==> config.mk <==
export PLATFORM = sky130hd
export DESIGN_NAME = menu_ctrl
export DESIGN_NICKNAME = d
export VERILOG_FILES = /design/src/rtl/menu_pkg.sv /design/src/rtl/menu_ctrl_btn_edge.sv /design/src/rtl/menu_ctrl.sv
export SDC_FILE = /design/constraint.sdc
export NUM_CORES = 1
export LEC_CHECK = 0
export CAP_MARGIN = 20
export CORE_MARGIN = 5
export CORE_UTILIZATION = 40
export CTS_CLUSTER_DIAMETER = 200
export DETAILED_ROUTE_END_ITERATION = 8
export HOLD_SLACK_MARGIN = 0.05
export MAX_ROUTING_LAYER = met4
export SYNTH_ARGS = -nofsm -noshare
export SYNTH_HDL_FRONTEND = slang
export SYNTH_SLANG_ARGS = --single-unit
==> constraint.sdc <==
create_clock -name clk_in -period 3.1 [get_ports clk_in]
set_clock_uncertainty 0.15 [all_clocks]
set_input_delay 0.93 -clock clk_in [delete_from_list [all_inputs] [get_ports clk_in]]
set_output_delay 0.93 -clock clk_in [all_outputs]
set_load 0.005 [all_outputs]
==> src/rtl/menu_pkg.sv <==
// Shared types and constants for the menu/return sequencer.
// Holds the FSM state encoding, menu option indices, the renderer's
// run-image base code, and small helpers that map a selection onto
// renderer codes and one-hot start vectors.
package menu_pkg;

    localparam int unsigned SEL_W   = 2;
    localparam int unsigned UI_W    = 4;
    localparam int unsigned START_W = 3;

    typedef enum logic [1:0] {
        MENU,
        LAUNCH,
        RUN,
        RETURN
    } menu_state_t;

    localparam logic [SEL_W-1:0] OPT_MANUAL   = 2'd0;
    localparam logic [SEL_W-1:0] OPT_SOLVER   = 2'd1;
    localparam logic [SEL_W-1:0] OPT_GENERATE = 2'd2;

    localparam logic [UI_W-1:0] UI_RUN_BASE = 4'd8;

    // Renderer code shown while a mode owns the display.
    function automatic logic [UI_W-1:0] ui_run_code(input logic [SEL_W-1:0] sel);
        return UI_RUN_BASE | UI_W'(sel);
    endfunction

    // One-hot start vector for the selected mode.
    function automatic logic [START_W-1:0] start_onehot(input logic [SEL_W-1:0] sel);
        logic [START_W-1:0] v;
        v = '0;
        case (sel)
            OPT_MANUAL:   v = 3'b001;
            OPT_SOLVER:   v = 3'b010;
            OPT_GENERATE: v = 3'b100;
            default:      v = '0;
        endcase
        return v;
    endfunction

endpackage

==> src/rtl/menu_ctrl_btn_edge.sv <==
// btn_edge: registered rising-edge detector for one debounced button.
// Ports:
//   clk_in    - system clock
//   reset_in  - synchronous active-high reset
//   level_in  - debounced button level
//   pulse_out - one-cycle pulse, registered, on each 0->1 transition
module btn_edge (
    input  logic clk_in,
    input  logic reset_in,
    input  logic level_in,
    output logic pulse_out
);

    logic prev_q, prev_d;
    logic pulse_q, pulse_d;

    // Edge compare against the previous cycle's level.
    always_comb begin
        prev_d  = level_in;
        pulse_d = level_in & ~prev_q;
    end

    // During reset the history tracks the live level, so a button held
    // across reset release is seen as already high and makes no edge.
    always_ff @(posedge clk_in) begin
        if (reset_in) begin
            prev_q  <= level_in;
            pulse_q <= 1'b0;
        end else begin
            prev_q  <= prev_d;
            pulse_q <= pulse_d;
        end
    end

    assign pulse_out = pulse_q;

endmodule

==> src/rtl/menu_ctrl.sv <==
// menu_ctrl: menu/return sequencer for the UI renderer.
// Turns button edges into a frame-synchronised menu selection, launches the
// chosen mode with a one-cycle start pulse and returns to the menu when the
// mode finishes or the user backs out.
// Optional build macro: MENU_AUTO_REPEAT_EN (held up/down auto-repeat).
// Ports:
//   clk_in, reset_in      - clock, synchronous active-high reset
//   btn_up/down/center/back - debounced button levels
//   frame_tick            - one-cycle pulse at start of vertical blank
//   mode_done             - running mode finished (level or pulse)
//   ui_state[3:0]         - renderer state (0..2 menu, 8..10 running)
//   mode_start[2:0]       - one-hot start pulse (manual, solver, generate)
//   active_mode[1:0]      - committed selection
//   running               - a mode owns the display
module menu_ctrl
    import menu_pkg::*;
#(
    parameter int unsigned NUM_OPTS = 3
`ifdef MENU_AUTO_REPEAT_EN
    ,
    parameter logic [23:0] REPEAT_DELAY  = 24'd6_500_000,
    parameter logic [23:0] REPEAT_PERIOD = 24'd2_600_000
`endif
) (
    input  logic               clk_in,
    input  logic               reset_in,
    input  logic               btn_up,
    input  logic               btn_down,
    input  logic               btn_center,
    input  logic               btn_back,
    input  logic               frame_tick,
    input  logic               mode_done,
    output logic [UI_W-1:0]    ui_state,
    output logic [START_W-1:0] mode_start,
    output logic [SEL_W-1:0]   active_mode,
    output logic               running
);

    localparam logic [SEL_W-1:0] MAX_SEL = SEL_W'(NUM_OPTS - 1);

    logic up_e, down_e, center_e, back_e;
    logic rpt_up_c, rpt_down_c;
    logic mv_up_c, mv_down_c;

    menu_state_t        state_q, state_d;
    logic [SEL_W-1:0]   sel_q, sel_d;
    logic [SEL_W-1:0]   sel_next_q, sel_next_d;
    logic [UI_W-1:0]    ui_state_q, ui_state_d;
    logic [START_W-1:0] mode_start_q, mode_start_d;
    logic               running_q, running_d;

    btn_edge u_edge_up     (.clk_in(clk_in), .reset_in(reset_in), .level_in(btn_up),     .pulse_out(up_e));
    btn_edge u_edge_down   (.clk_in(clk_in), .reset_in(reset_in), .level_in(btn_down),   .pulse_out(down_e));
    btn_edge u_edge_center (.clk_in(clk_in), .reset_in(reset_in), .level_in(btn_center), .pulse_out(center_e));
    btn_edge u_edge_back   (.clk_in(clk_in), .reset_in(reset_in), .level_in(btn_back),   .pulse_out(back_e));

`ifdef MENU_AUTO_REPEAT_EN
    logic [23:0] rpt_cnt_q, rpt_cnt_d;
    logic        rpt_first_q, rpt_first_d;
    logic        rpt_hold_c, rpt_fire_c;

    // Hold timer: restarts on each real edge, first wait is the longer delay.
    always_comb begin
        rpt_cnt_d   = rpt_cnt_q;
        rpt_first_d = rpt_first_q;
        rpt_fire_c  = 1'b0;
        rpt_hold_c  = (state_q == MENU) && (btn_up ^ btn_down);
        if (!rpt_hold_c || up_e || down_e) begin
            rpt_cnt_d   = '0;
            rpt_first_d = 1'b1;
        end else if (rpt_cnt_q == ((rpt_first_q ? REPEAT_DELAY : REPEAT_PERIOD) - 24'd1)) begin
            rpt_fire_c  = 1'b1;
            rpt_cnt_d   = '0;
            rpt_first_d = 1'b0;
        end else begin
            rpt_cnt_d = rpt_cnt_q + 24'd1;
        end
        rpt_up_c   = rpt_fire_c & btn_up;
        rpt_down_c = rpt_fire_c & btn_down;
    end
`else
    always_comb begin
        rpt_up_c   = 1'b0;
        rpt_down_c = 1'b0;
    end
`endif

    // Next-state and output logic.
    always_comb begin
        state_d      = state_q;
        sel_d        = sel_q;
        sel_next_d   = sel_next_q;
        ui_state_d   = ui_state_q;
        mode_start_d = '0;
        running_d    = running_q;
        mv_up_c      = up_e | rpt_up_c;
        mv_down_c    = down_e | rpt_down_c;

        case (state_q)
            MENU: begin
                // Pending selection becomes visible only at a frame boundary.
                if (frame_tick) begin
                    sel_d      = sel_next_q;
                    ui_state_d = UI_W'(sel_next_q);
                end
                if (center_e) begin
                    state_d = LAUNCH;
                end else if (mv_up_c && !mv_down_c) begin
                    sel_next_d = (sel_next_q == '0) ? MAX_SEL : sel_next_q - SEL_W'(1);
                end else if (mv_down_c && !mv_up_c) begin
                    sel_next_d = (sel_next_q == MAX_SEL) ? '0 : sel_next_q + SEL_W'(1);
                end
            end
            LAUNCH: begin
                if (frame_tick) begin
                    mode_start_d = start_onehot(sel_q);
                    running_d    = 1'b1;
                    ui_state_d   = ui_run_code(sel_q);
                    state_d      = RUN;
                end
            end
            RUN: begin
                if (mode_done || back_e) begin
                    state_d = RETURN;
                end
            end
            RETURN: begin
                // Drop any moves made before launch so the menu reopens clean.
                if (frame_tick) begin
                    ui_state_d = UI_W'(sel_q);
                    running_d  = 1'b0;
                    sel_next_d = sel_q;
                    state_d    = MENU;
                end
            end
            default: begin
                state_d = MENU;
            end
        endcase
    end

    // State and output registers.
    always_ff @(posedge clk_in) begin
        if (reset_in) begin
            state_q      <= MENU;
            sel_q        <= '0;
            sel_next_q   <= '0;
            ui_state_q   <= '0;
            mode_start_q <= '0;
            running_q    <= 1'b0;
`ifdef MENU_AUTO_REPEAT_EN
            rpt_cnt_q    <= '0;
            rpt_first_q  <= 1'b1;
`endif
        end else begin
            state_q      <= state_d;
            sel_q        <= sel_d;
            sel_next_q   <= sel_next_d;
            ui_state_q   <= ui_state_d;
            mode_start_q <= mode_start_d;
            running_q    <= running_d;
`ifdef MENU_AUTO_REPEAT_EN
            rpt_cnt_q    <= rpt_cnt_d;
            rpt_first_q  <= rpt_first_d;
`endif
        end
    end

    assign ui_state    = ui_state_q;
    assign mode_start  = mode_start_q;
    assign active_mode = sel_q;
    assign running     = running_q;

endmodule

==> impl_metrics.env <==
export IMPL_synth_seq_cells=21
export IMPL_cts_tree="done"
export IMPL_hpwlAfterDp_um=1410
export IMPL_hold_path_class="flop to flop"
export IMPL_postCtsHoldBufs=0
export IMPL_critical_path_max_stage_delay_ns=0.56
export IMPL_reg2reg_setup_slack_ns=1.29
export IMPL_placedCellCount=138
export IMPL_drc_errors=0
export IMPL_timing_hold_violations_final=0
export IMPL_finalCritPeriodShare=0.783
export IMPL_min_to="u_edge_center.pulse_out"
export IMPL_final_common_cell="dfxtp_1"
export IMPL_irDropWorstVdd_mv=0.541
export IMPL_whs_path_depth=1
export IMPL_io_buffer_count=16
export IMPL_finalWorstPathRequiredPeriod_ns=2.43
export IMPL_synthesis_yosys_warnings=0
export IMPL_cts_max_path_buffers=2
export IMPL_setup_repair_after_global_routing_missed_its_margin="no"
export IMPL_htree_levels=1
export IMPL_timing_final_max_slew_violations=0
export IMPL_rr_worst_depth=5
export IMPL_finalInstanceArea_um2=1180
export IMPL_max_cap_violations=0
export IMPL_hold_startpoint="u_edge_center.prev_q"
export IMPL_fraction_of_the_yosys_area_taken_by_sequential_cells=0.437
export IMPL_synth_instances=96
export IMPL_grt_start_max_net_pins=13
export IMPL_outcome="complete, no violations"
export IMPL_mappedNetlistNets=115
export IMPL_vias=738
export IMPL_first_global_vias=754
export IMPL_areaGrowthSynthToFinish_pct=22.2
export IMPL_tritoncts_num_buffers=3
export IMPL_grt_util_all_layers=0.128
export IMPL_number_of_sinks_on_the_clock_net=21
export IMPL_cellLeakagePower_nw=0.453
export IMPL_grt_pass1_wl_um=3310
export IMPL_critical_path_class="flop to output port"
export IMPL_crit_path_buffers_inverters=1
export IMPL_most_common_layout_cells="dfxtp_1, clkdlybuf4s50_1, ha_1, inv_1, nand2_1"
export IMPL_drt_vias_per_instance=5.20
export IMPL_syn_area_cell_um2=10.0
export IMPL_cp_start_kind="flop"
export IMPL_postSynth_asyncResetShare=0
export IMPL_cts_root_buf="clkbuf_4"
export IMPL_synthFlopType="dfxtp_1"
export IMPL_placeableCoreArea_um2=2250
export IMPL_post_cts_buffers=0
export IMPL_worst_ep_required_time_ns=2.02
export IMPL_nNetsFinal=134
export IMPL_initial_utilization=0.427
export IMPL_timing_critical_path_cells="clkdlybuf4s50_1"
export IMPL_synth_top_cell_area_share=0.437
export IMPL_drt_iter0_markers=13
export IMPL_synth_edf_count=0
export IMPL_io_pins=18
export IMPL_dpl_instance_area_um2=1150
export IMPL_setup_total_negative_slack_ns=0
export IMPL_drt_total_wl_um=1830
export IMPL_rr_endpoint="ui_state[3]"
export IMPL_number_of_endpoints_failing_setup_at_the_final_stage=0
export IMPL_synth_largest_area_cell="dfxtp_1"
export IMPL_arrival_ns=1.35
export IMPL_dieArea_um2=3490
export IMPL_crit_reg2reg_launch="state_q[1]"
export IMPL_chipHeight_um=59.0
export IMPL_detail_route_wl_per_cell_um=12.9
export IMPL_number_of_non_filler_instances_in_the_completed_layout=142
export IMPL_critPathMaxFanout=7
export IMPL_timing_critical_path_max_delay_family="buffers and inverters"
export IMPL_post_route_cells_drive_above_1_share=0.0702
export IMPL_setup_worst_path_end_class="output port"
export IMPL_route_antenna_remaining_nets=0
export IMPL_achievable_frequency_mhz=412
export IMPL_ys_top_cells_by_area="dfxtp_1, ha_1, nor3b_1"
export IMPL_post_synth_instance_area_um2=962
export IMPL_cts_resized=0
export IMPL_cts_clk_slew_worst_paths_ns=0.12
export IMPL_powerDensity_nw_per_um2=731
export IMPL_dr_pass1_iters=4
export IMPL_finalCoreUtilization=0.522
export IMPL_grt_ovfl_total=0
export IMPL_critPathSlowestCell="clkdlybuf4s50_1"
export IMPL_antenna_found_initial=0
export IMPL_antenna_cells_inserted=0
export IMPL_std_cell_rows=17
export IMPL_synth_cell_types=32
export IMPL_gp_congestion=0.800
export IMPL_die_x_um=59.0
export IMPL_clock_latency_ns=0.31
[cells in the mapped netlist (all sizes together), types with 3 or more instances]
library cell   n
nor2           3
a21oi          5
ha            11
inv            7
nor3b          5
dfxtp         21
buf            3
o31ai          3
o21a           3
nand2          6
nor2b          3
mux2i          3
[registers in the layout, indices dropped and copies added (netlist names), 2 cells and up]
signal and flops:
active_mode 2, sel_next_q 2, ui_state 3, state_q 2
mode_start 3
[cell families (layout without fill, tap and decap cells)]
| logic type | after synthesis | after routing | share of synthesized area |
|---|---|---|---|
| adders and majority gates | 11 | 11 | 0.143 |
| and+or+nand+nor | 27 | 27 | 0.170 |
| AOI/OAI and AO/OA | 22 | 22 | 0.159 |
| DFF | 21 | 21 | 0.437 |
| buffers and inverters | 10 | 28 | 0.0442 |
| muxes | 4 | 4 | 0.0429 |
| other | 1 | 1 | 0.00390 |
[through the flow]
stage | power [mW] | setup slack [ns] | hold slack (ns)
after CTS | 0.873 | 0.670 | 0.247
after detailed placement | 0.737 | 0.638 | 0.228
after global routing | 0.939 | 0.607 | 0.275
after floorplan | 0.622 | 1.25 | 0.222
final | 0.860 | 0.672 | 0.245
after global placement | 0.729 | 0.676 | 0.227
[layout make-up]
type / count / area, µm²
Sequential cell: 21 / 420
Multi-Input combinational cell: 65 / 499
Fill cell: 222 / 1080
Timing Repair Buffer: 17 / 168
Inverter: 7 / 26.3
Clock buffer: 3 / 22.5
Clock inverter: 1 / 5.00
Tap cell: 28 / 35.0
[layer usage]
metal,global-route usage,up-vias,share of wire
met5,-,-,0
met4,0.0291,0,0.0093
met3,0.0479,4,0.051
met2,0.213,14,0.47
met1,0.146,343,0.47
li1,-,377,-
[worst max path at each step]
stage	startpoint	end	slack (ns)	cells past startpoint
2_1_floorplan	frame_tick	ui_state[3]	1.25	4
3_3_place_gp	frame_tick	ui_state[3]	0.68	4
3_5_place_dp	frame_tick	ui_state[3]	0.64	4
4_1_cts	active_mode[0]	active_mode[0]	0.67	1
5_1_grt	active_mode[1]	active_mode[1]	0.61	1
6_report	active_mode[1]	active_mode[1]	0.67	1
[power by group]
group | switching [mW] | internal (mW) | leakage (nW)
sequential | 0.0426 | 0.317 | 0.173
combinational | 0.185 | 0.181 | 0.263
clock | 0.0857 | 0.0482 | 0.0177
total | 0.313 | 0.546 | 0.453
No activity file was read; power rests on OpenSTA's default activity.
